File: config.mk
export PLATFORM = sky130hd
export DESIGN_NAME = regfile_mp
export DESIGN_NICKNAME = d
export VERILOG_FILES = /design/src/rtl/regfile_mp.sv
export SDC_FILE = /design/constraint.sdc
export NUM_CORES = 2
export LEC_CHECK = 0
export ABC_CLOCK_PERIOD_IN_PS = 5200
export BUFFER_PORTS_ARGS = -buffer_cell sky130_fd_sc_hd__clkbuf_2
export CAP_MARGIN = 30
export CORE_ASPECT_RATIO = 0.75
export CORE_MARGIN = 5
export CORE_UTILIZATION = 25
export CTS_BUF_LIST = sky130_fd_sc_hd__clkbuf_4
export CTS_CLUSTER_DIAMETER = 120
export CTS_CLUSTER_SIZE = 10
export DETAILED_ROUTE_END_ITERATION = 16
export PLACE_DENSITY = 0.36
export SYNTH_ARGS = -nofsm -noshare
export SYNTH_HDL_FRONTEND = slang
export SYNTH_SLANG_ARGS = --single-unit
File: constraint.sdc
create_clock -name ACLK -period 5.2 [get_ports ACLK]
set_clock_uncertainty 0.1 [all_clocks]
set_input_delay 1.04 -clock ACLK [delete_from_list [all_inputs] [get_ports ACLK]]
set_output_delay 1.04 -clock ACLK [all_outputs]
set_load 0.02 [all_outputs]
File: src/rtl/regfile_mp.sv
// regfile_mp: multi-port integer register file with a sequential clear engine.
// Two write ports (port 1 wins on a same-index collision) and NRD combinational
// read ports. Entry 0 is hardwired to zero. After reset or a clr_req pulse, the
// clear engine zeroes entries 1..NREGS-1, one per cycle. ready is held low
// until that sweep completes.
// Optional feature: define REGFILE_BYPASS_EN so that a read sees same-cycle
// write data. Port 1 is preferred over port 0.
module regfile_mp #(
    parameter int XLEN  = 32,
    parameter int NREGS = 32,
    parameter int NRD   = 2,
    localparam int IW   = $clog2(NREGS)
) (
    input  logic                ACLK,
    input  logic                ARESETn,
    input  logic                clr_req,
    output logic                ready,
    input  logic                wen0,
    input  logic [IW-1:0]       rd0_idx,
    input  logic [XLEN-1:0]     rd0_wdata,
    input  logic                wen1,
    input  logic [IW-1:0]       rd1_idx,
    input  logic [XLEN-1:0]     rd1_wdata,
    input  logic [NRD*IW-1:0]   rs_idx,
    output logic [NRD*XLEN-1:0] rs_data
);

    typedef enum logic {S_CLEAR, S_RUN} state_e;

    localparam logic [IW-1:0] PTR_FIRST = IW'(1);
    localparam logic [IW-1:0] PTR_LAST  = IW'(NREGS - 1);

    state_e            state_q, state_d;
    logic [IW-1:0]     clr_ptr_q, clr_ptr_d;
    logic [XLEN-1:0]   mem_q [1:NREGS-1];
    logic              wr0_ok, wr1_ok;

    // A write is architecturally valid only for a non-zero, in-range index.
    // The array must also be out of the clear sweep.
    assign ready  = (state_q == S_RUN);
    assign wr0_ok = ready && wen0 && (rd0_idx != '0) && (32'(rd0_idx) < NREGS);
    assign wr1_ok = ready && wen1 && (rd1_idx != '0) && (32'(rd1_idx) < NREGS);

    // Clear-engine state and sweep pointer register.
    always_ff @(posedge ACLK) begin
        if (!ARESETn) begin
            state_q   <= S_CLEAR;
            clr_ptr_q <= PTR_FIRST;
        end else begin
            state_q   <= state_d;
            clr_ptr_q <= clr_ptr_d;
        end
    end

    // Next-state logic. clr_req always restarts the sweep at entry 1.
    always_comb begin
        state_d   = state_q;
        clr_ptr_d = clr_ptr_q;
        case (state_q)
            S_CLEAR: begin
                if (clr_req) begin
                    clr_ptr_d = PTR_FIRST;
                end else if (clr_ptr_q == PTR_LAST) begin
                    state_d   = S_RUN;
                    clr_ptr_d = PTR_FIRST;
                end else begin
                    clr_ptr_d = clr_ptr_q + IW'(1);
                end
            end
            S_RUN: begin
                if (clr_req) begin
                    state_d   = S_CLEAR;
                    clr_ptr_d = PTR_FIRST;
                end
            end
            default: begin
                state_d   = S_CLEAR;
                clr_ptr_d = PTR_FIRST;
            end
        endcase
    end

    // Array update. The sweep zeroes the entry under the pointer. Otherwise
    // port 1 takes precedence over port 0. The array has no reset value of
    // its own, so nothing is written while reset is asserted.
    always_ff @(posedge ACLK) begin
        if (ARESETn) begin
            for (int e = 1; e < NREGS; e++) begin
                if (state_q == S_CLEAR && clr_ptr_q == IW'(e))
                    mem_q[e] <= '0;
                else if (wr1_ok && rd1_idx == IW'(e))
                    mem_q[e] <= rd1_wdata;
                else if (wr0_ok && rd0_idx == IW'(e))
                    mem_q[e] <= rd0_wdata;
            end
        end
    end

    // Independent read ports. Index 0, an out-of-range index, or not-ready
    // all yield zero, because no entry matches or the mux is gated off.
    for (genvar k = 0; k < NRD; k++) begin : g_rd
        logic [IW-1:0]   idx;
        logic [XLEN-1:0] val;

        assign idx = rs_idx[k*IW +: IW];

        // Read mux, with optional same-cycle write forwarding.
        always_comb begin
            val = '0;
            if (ready) begin
                for (int e = 1; e < NREGS; e++) begin
                    if (idx == IW'(e))
                        val = mem_q[e];
                end
`ifdef REGFILE_BYPASS_EN
                if (wr0_ok && rd0_idx == idx)
                    val = rd0_wdata;
                if (wr1_ok && rd1_idx == idx)
                    val = rd1_wdata;
`endif
            end
        end

        assign rs_data[k*XLEN +: XLEN] = val;
    end

endmodule

# Word-level counts from Yosys, hierarchy flattened
# Memories as Yosys holds them, arrays and structs flattened.
# Cells that the tools add are included.
[word_totals]
memories = 1
wordCells = 828
inputBits = 89
output_inout_bits = 65
ramBits = 992
regBits = 6
[mem_list]
columns = ["memory", "words", "word_bits", "rd", "rd_clocked_by_memory_dff", "write_ports", "line_no", "source"]
rows = [
  ["mem_q", 31, 32, 31, 0, 31, "35", "logic [XLEN-1:0] mem_q [1:NREGS-1];"],
]
[classes]
bitwise = 63
n_reduce_logical = 99
addsub = 1
muxes = 506
n_eq_ne = 156
[op_table]
columns = ["operator", "n"]
rows = [
  ["2-to-1 mux 32 bit", 126],
  ["equality test 5 bit (second input constant)", 80],
  ["2-to-1 mux 1 bit", 375],
  ["equality test 5 x 4 -> 1 bit (second input constant)", 40],
  ["equality test 5 x 3 -> 1 bit (second input constant)", 20],
  ["logical AND 1 bit", 97],
  ["bitwise OR 1 bit", 62],
  ["equality test 5 x 2 -> 1 bit (second input constant)", 10],
  ["equality test 5 x 1 -> 1 bit (second input constant)", 5],
  ["2-to-1 mux 5 bit", 3],
  ["one-hot mux 5 bit (2 select lines)", 1],
  ["nonzero test 5 bit", 2],
  ["adder 5 x 1 -> 5 bit (second input constant)", 1],
  ["inequality test 2 bit (second input constant)", 1],
  ["one-hot mux 1 bit (2 select lines)", 1],
  ["inverter 1 bit", 1],
]

# Logic depth before layout (Yosys ltp)
[depth]
depth_word = 33
depth_mapped = 11

# Least setup slack after synthesis
# No wires, ideal clock.
[synth_path]
path_type = "input to output"
startpoint = "input rs_idx[9]"
endpoint = "output rs_data[38]"
path_stages = 10
arrival_ps = 3004
n_path_buf = 4
setup_slack_ps = 1056
path_cell_list = "buf_2 or2_2 clkbuf_1 nor3_2 buf_2 buf_2 a22oi_1 nand3_1 nor3_1 o21ai_0"
[synth_between]
elab_chain_len = 33
word_cells_on_any_way = 63
classes_between = "eq/ne: 31; mux: 32"
[synth_lines]
columns = ["element", "line_no", "source"]
rows = [
  ["start, declared", "24", "input logic [NRD*IW-1:0] rs_idx,"],
  ["equality test 5 x 1 -> 1 bit", "112", "if (idx == IW'(e))"],
  ["2-to-1 mux 32 bit (30 in series)", "112", ""],
  ["2-to-1 mux 32 bit *", "112", ""],
  ["2-to-1 mux 32 bit *", "110", "if (ready) begin"],
  ["end, declared", "25", "output logic [NRD*XLEN-1:0] rs_data"],
]
# Every way passes the cells marked *; elsewhere a longest branch is shown, timed or not.

# Worst setup path in the final report
[layout_path]
startpoint = "input rs_idx[1]"
endpoint = "output rs_data[17]"
# The elaborated chain is that of the path after synthesis.

==> results.txt <==
* Maximum number of pins on one net before global-route repair: between 40 and 50
- Synthesis produced about 5300 cells.
- Ratio of cells with drive above 1 in the final layout: 0.234
* Length of the first detailed-routing pass in iterations: 9
- Standard cell with the maximum stage delay on the critical path: sky130_fd_sc_hd__nor3_1
* Xor-xnor portion of the synthesized cell area: 0.000150
- Worst setup slack after layout: -0.111 ns
- Vias per cell: 7.23
- Synth Net Count: 5372
- For the finished layout, the period the worst path requires is around 5.3 ns.
- In this run the critical register-to-register path is launched from ready$_SDFF_PN0_.
* Worst hold path endpoint: mem_q[0][1009]$_DFFE_PP_
- H-tree levels: 3
- Final hold violations: 4
- In this run the remaining antenna-violating nets after routing total 0.
* Reported max-cap violation count: 0
* Critical path startpoint category: input pin
- Measured along the x axis, the die boundary spans 568 um.
* Global-route usage over all layers: 0.428
* Most utilized layer in the global route result: met1
- Residual DRC: 0
- After clock tree synthesis, the clock-pin slew on the worst setup and hold paths is 0.12 ns.
* Adder-cell share of the synthesized area: 0.00128
- Status: complete, but fails checks
- Mean Syn Cell Area: 11.1 sq um
* Sort of element at the end of the critical path: output port
- Routed vias: 63300
* Largest family of logic cells by synthesized area: compound AO/OA/AOI/OAI gates
* Top fanout value on the critical path: 32
- Transition time at the pin with the least slew margin: around 1.2 ns
- Fraction of met1 tracks used by global routing: 0.580
* Number of warning messages in the yosys log: 0
- The floorplan has around 150 rows.
* Worst-case clock buffer depth: 3
- Clock root cell: sky130_fd_sc_hd__clkbuf_4
- Clock tree synthesis found a total of between 900 and 1000 sinks.
- Number of clock buffers inserted by TritonCTS: between 100 and 150
- Die outline height: about 430 um
- The share of the Yosys chip area taken by registers is 0.512.
- Most numerous cell in the Yosys netlist: sky130_fd_sc_hd__a22o_1
* Area growth syn-to-layout: 19.7%
* EDFF count, synth: approximately 1000
* Total negative slack: -0.843 ns
- Post-synth top flop: sky130_fd_sc_hd__edfxtp_1
- In the final design database the tool counted around 5700 nets.
- After detailed routing, the total wire length is around 550 mm.
- Number of register bits inferred by synthesis: about 1000
- The first global-routing pass estimated ~680 mm of wire.
- Critical path data required time: a little over 4 ns
- Met3 layer usage reported by global route: 0.197
* Starting density of the core: 0.252
- The number of global-route vias before repair is between 50000 and 60000.
- Later-pin clock latency in the skew report: ~1.3 ns
- After synthesis, the cell types taking the most area are sky130_fd_sc_hd__edfxtp_1, sky130_fd_sc_hd__a22o_1, sky130_fd_sc_hd__a22oi_1, sky130_fd_sc_hd__clkbuf_1, sky130_fd_sc_hd__o21ai_0.
* Simple-gate portion of the synthesized area: 0.0920
- Die area: around 240000 sq um
* Core area: between 200000 and 250000 sq um
- For this run, the top clock speed supported by timing is around 0.19 GHz.
* Count of input and output buffers: roughly 150
* Critical path class: input pin to output port
- HPWL after detailed placement: 370 mm
- Routability Congestion: 1.04
- The critical path contains buffers and inverters numbering 5 combined.
- The signal on the critical path passes through buf_6 -> or2_2 -> buf_4 -> nor2_4 -> buf_12 -> a22oi_1 -> nand4_1 -> nor3_1 -> a211oi_1 -> buf_4 -> clkbuf_2.
* Mux share of post-synthesis cell area: 0.0146
* Class of the worst hold path: input pin to flip-flop
- Critical path's largest stage delay: 0.54 ns
- Max_slew headroom: 0.197
* Met2 track demand over resource: 0.563
- Setup violations remaining at the end of the flow were counted as 14.
- Sorting the synthesized cells by how often they occur yields sky130_fd_sc_hd__a22o_1, sky130_fd_sc_hd__edfxtp_1, sky130_fd_sc_hd__clkbuf_1.
* Aggregate global routing overflow: 0
- Final core utilization: 0.301
- R2R depth: 6
* Fraction of post-synthesis cell area in the top cell type by area: 0.510
* Share of the synthesized area in compound gates (AO/OA/AOI/OAI): 0.325
* Capture instance of the worst register-to-register path: mem_q[0][912]$_DFFE_PP_
* Post-route clock period utilization: 1.02
- Total chip power: between 15 and 20 mW
* Leading area contributor after synthesis: sky130_fd_sc_hd__edfxtp_1
- In this run the cell area of the synthesized design comes to between 50000 and 60000 sq um.
* Wirelength per Cell: slightly above 60 um
- Pin placement for this block handled around 150 I/O pins.
* Beginning of the worst hold path: rd0_wdata[17]
- The worst hold path was traced through 2 stages.
- Minimum setup slack among reg-to-reg paths: approximately 1.6 ns
- In this run the power density over the cells is ~230 nW/um^2.
- The number of antenna violations at the first check in global routing was slightly above 100.
- At the worst endpoint, the arrival time is 4.17 ns.
- Pleak: ~24 nW
* Violated checks: hold timing, setup timing
* Critical path's top delay family: simple AND/OR/NAND/NOR gates
* Library cells used by synthesis: 93
- The max-slew violation total from the final report came to 0.
- Hold slack final: -0.0110 ns
- Worst vdd rail ir drop: 0.161 mV
* Drt initial violations: 13400
* CTS tree: done
- After synthesis, the share of flip-flops with an asynchronous set or reset is 0.
- Worst path depth: 11
* Most used cell, CP: sky130_fd_sc_hd__buf_4
[registers in the layout, summed over array words and instances, names as in the netlist]
name,cells
mem_q,992
ready,1
clr_ptr_q,5
[area by class of cell]
type                    count  area, sq um
clock inverters             7          136
flip-flops and latches    998        29900
repair buffers            893         8480
fillers                 23700       162000
diodes                     54          135
well taps                3100         3880
multi-input cells        3562        26400
inverters                  26         97.6
clock buffers             121          908
[placed cells by master (no fill, tap or decap), types with 54 or more instances in the layout]
cell,netlist,routed
sky130_fd_sc_hd__a21oi_1,210,208
sky130_fd_sc_hd__a221oi_1,70,67
sky130_fd_sc_hd__a22o_1,1070,1070
sky130_fd_sc_hd__a22oi_1,359,358
sky130_fd_sc_hd__and3_1,70,70
sky130_fd_sc_hd__buf_12,1,158
sky130_fd_sc_hd__buf_4,27,571
sky130_fd_sc_hd__clkbuf_2,1,143
sky130_fd_sc_hd__clkbuf_4,0,121
sky130_fd_sc_hd__diode_2,0,54
sky130_fd_sc_hd__edfxtp_1,992,992
sky130_fd_sc_hd__nand2_1,207,204
sky130_fd_sc_hd__nand3_1,108,105
sky130_fd_sc_hd__nand4_1,78,78
sky130_fd_sc_hd__nor2_1,227,181
sky130_fd_sc_hd__nor3_1,99,63
sky130_fd_sc_hd__o21ai_0,260,257
sky130_fd_sc_hd__o22ai_1,103,103
[metrics by stage]
| step | area, sq um | setup slack, ns | std cells | hold slack (ns) |
|---|---|---|---|---|
| floorplan | 58400 | 1.06 | 5277 | 0.400 |
| global placement | 67500 | -0.888 | 8515 | 0.438 |
| detailed placement | 67900 | -0.898 | 8534 | 0.442 |
| CTS | 69200 | -0.118 | 8675 | 0.00689 |
| global route | 69900 | -0.00128 | 8725 | 0.00889 |
| finish | 70000 | -0.111 | 8761 | -0.0110 |
[power by group]
part / internal (mW) / switching (mW)
registers: 8.73 / 0.0250
clock network: 1.26 / 3.32
logic: 0.601 / 1.85
total: 10.6 / 5.20
[worst max-delay path by stage]
stage,slack [ns],startpoint,endpoint
global placement,-0.89,rs_idx[8],rs_data[41]
detailed placement,-0.90,rs_idx[8],rs_data[41]
floorplan,1.06,rs_idx[9],rs_data[38]
global route,-0.001,rs_idx[3],rs_data[28]
CTS,-0.12,rs_idx[8],rs_data[41]
finish,-0.11,rs_idx[1],rs_data[17]
[metal layers]
layer	wire length, um	part of all wire	vias up
met1	225000	0.41	33300
met4	32000	0.059	32
met2	209000	0.38	6392
li1	-	-	22300
met5	401	0.00074	-
met3	79900	0.15	1312
[timing repair]
item,4_1_cts,5_1_grt
setup endpoints to repair,23,21
buffers inserted,11,17
pin swaps,7,10
hold buffers,2,1
gates cloned,0,1
gates resized for setup,33,30
hold endpoints to repair,6,2
[cells by family (layout without fill, tap and decap cells)]
family	count (synthesis)	in the layout
buffers and inverters	718	1047
other	0	54
flip-flops	998	998
XOR/XNOR	1	1
AO/OA/AOI/OAI	2460	2460
AND/OR/NAND/NOR	1014	1015
adder cells (fa/ha/maj)	6	6
multiplexers	80	80
Power figures use the tool's default switching activity.
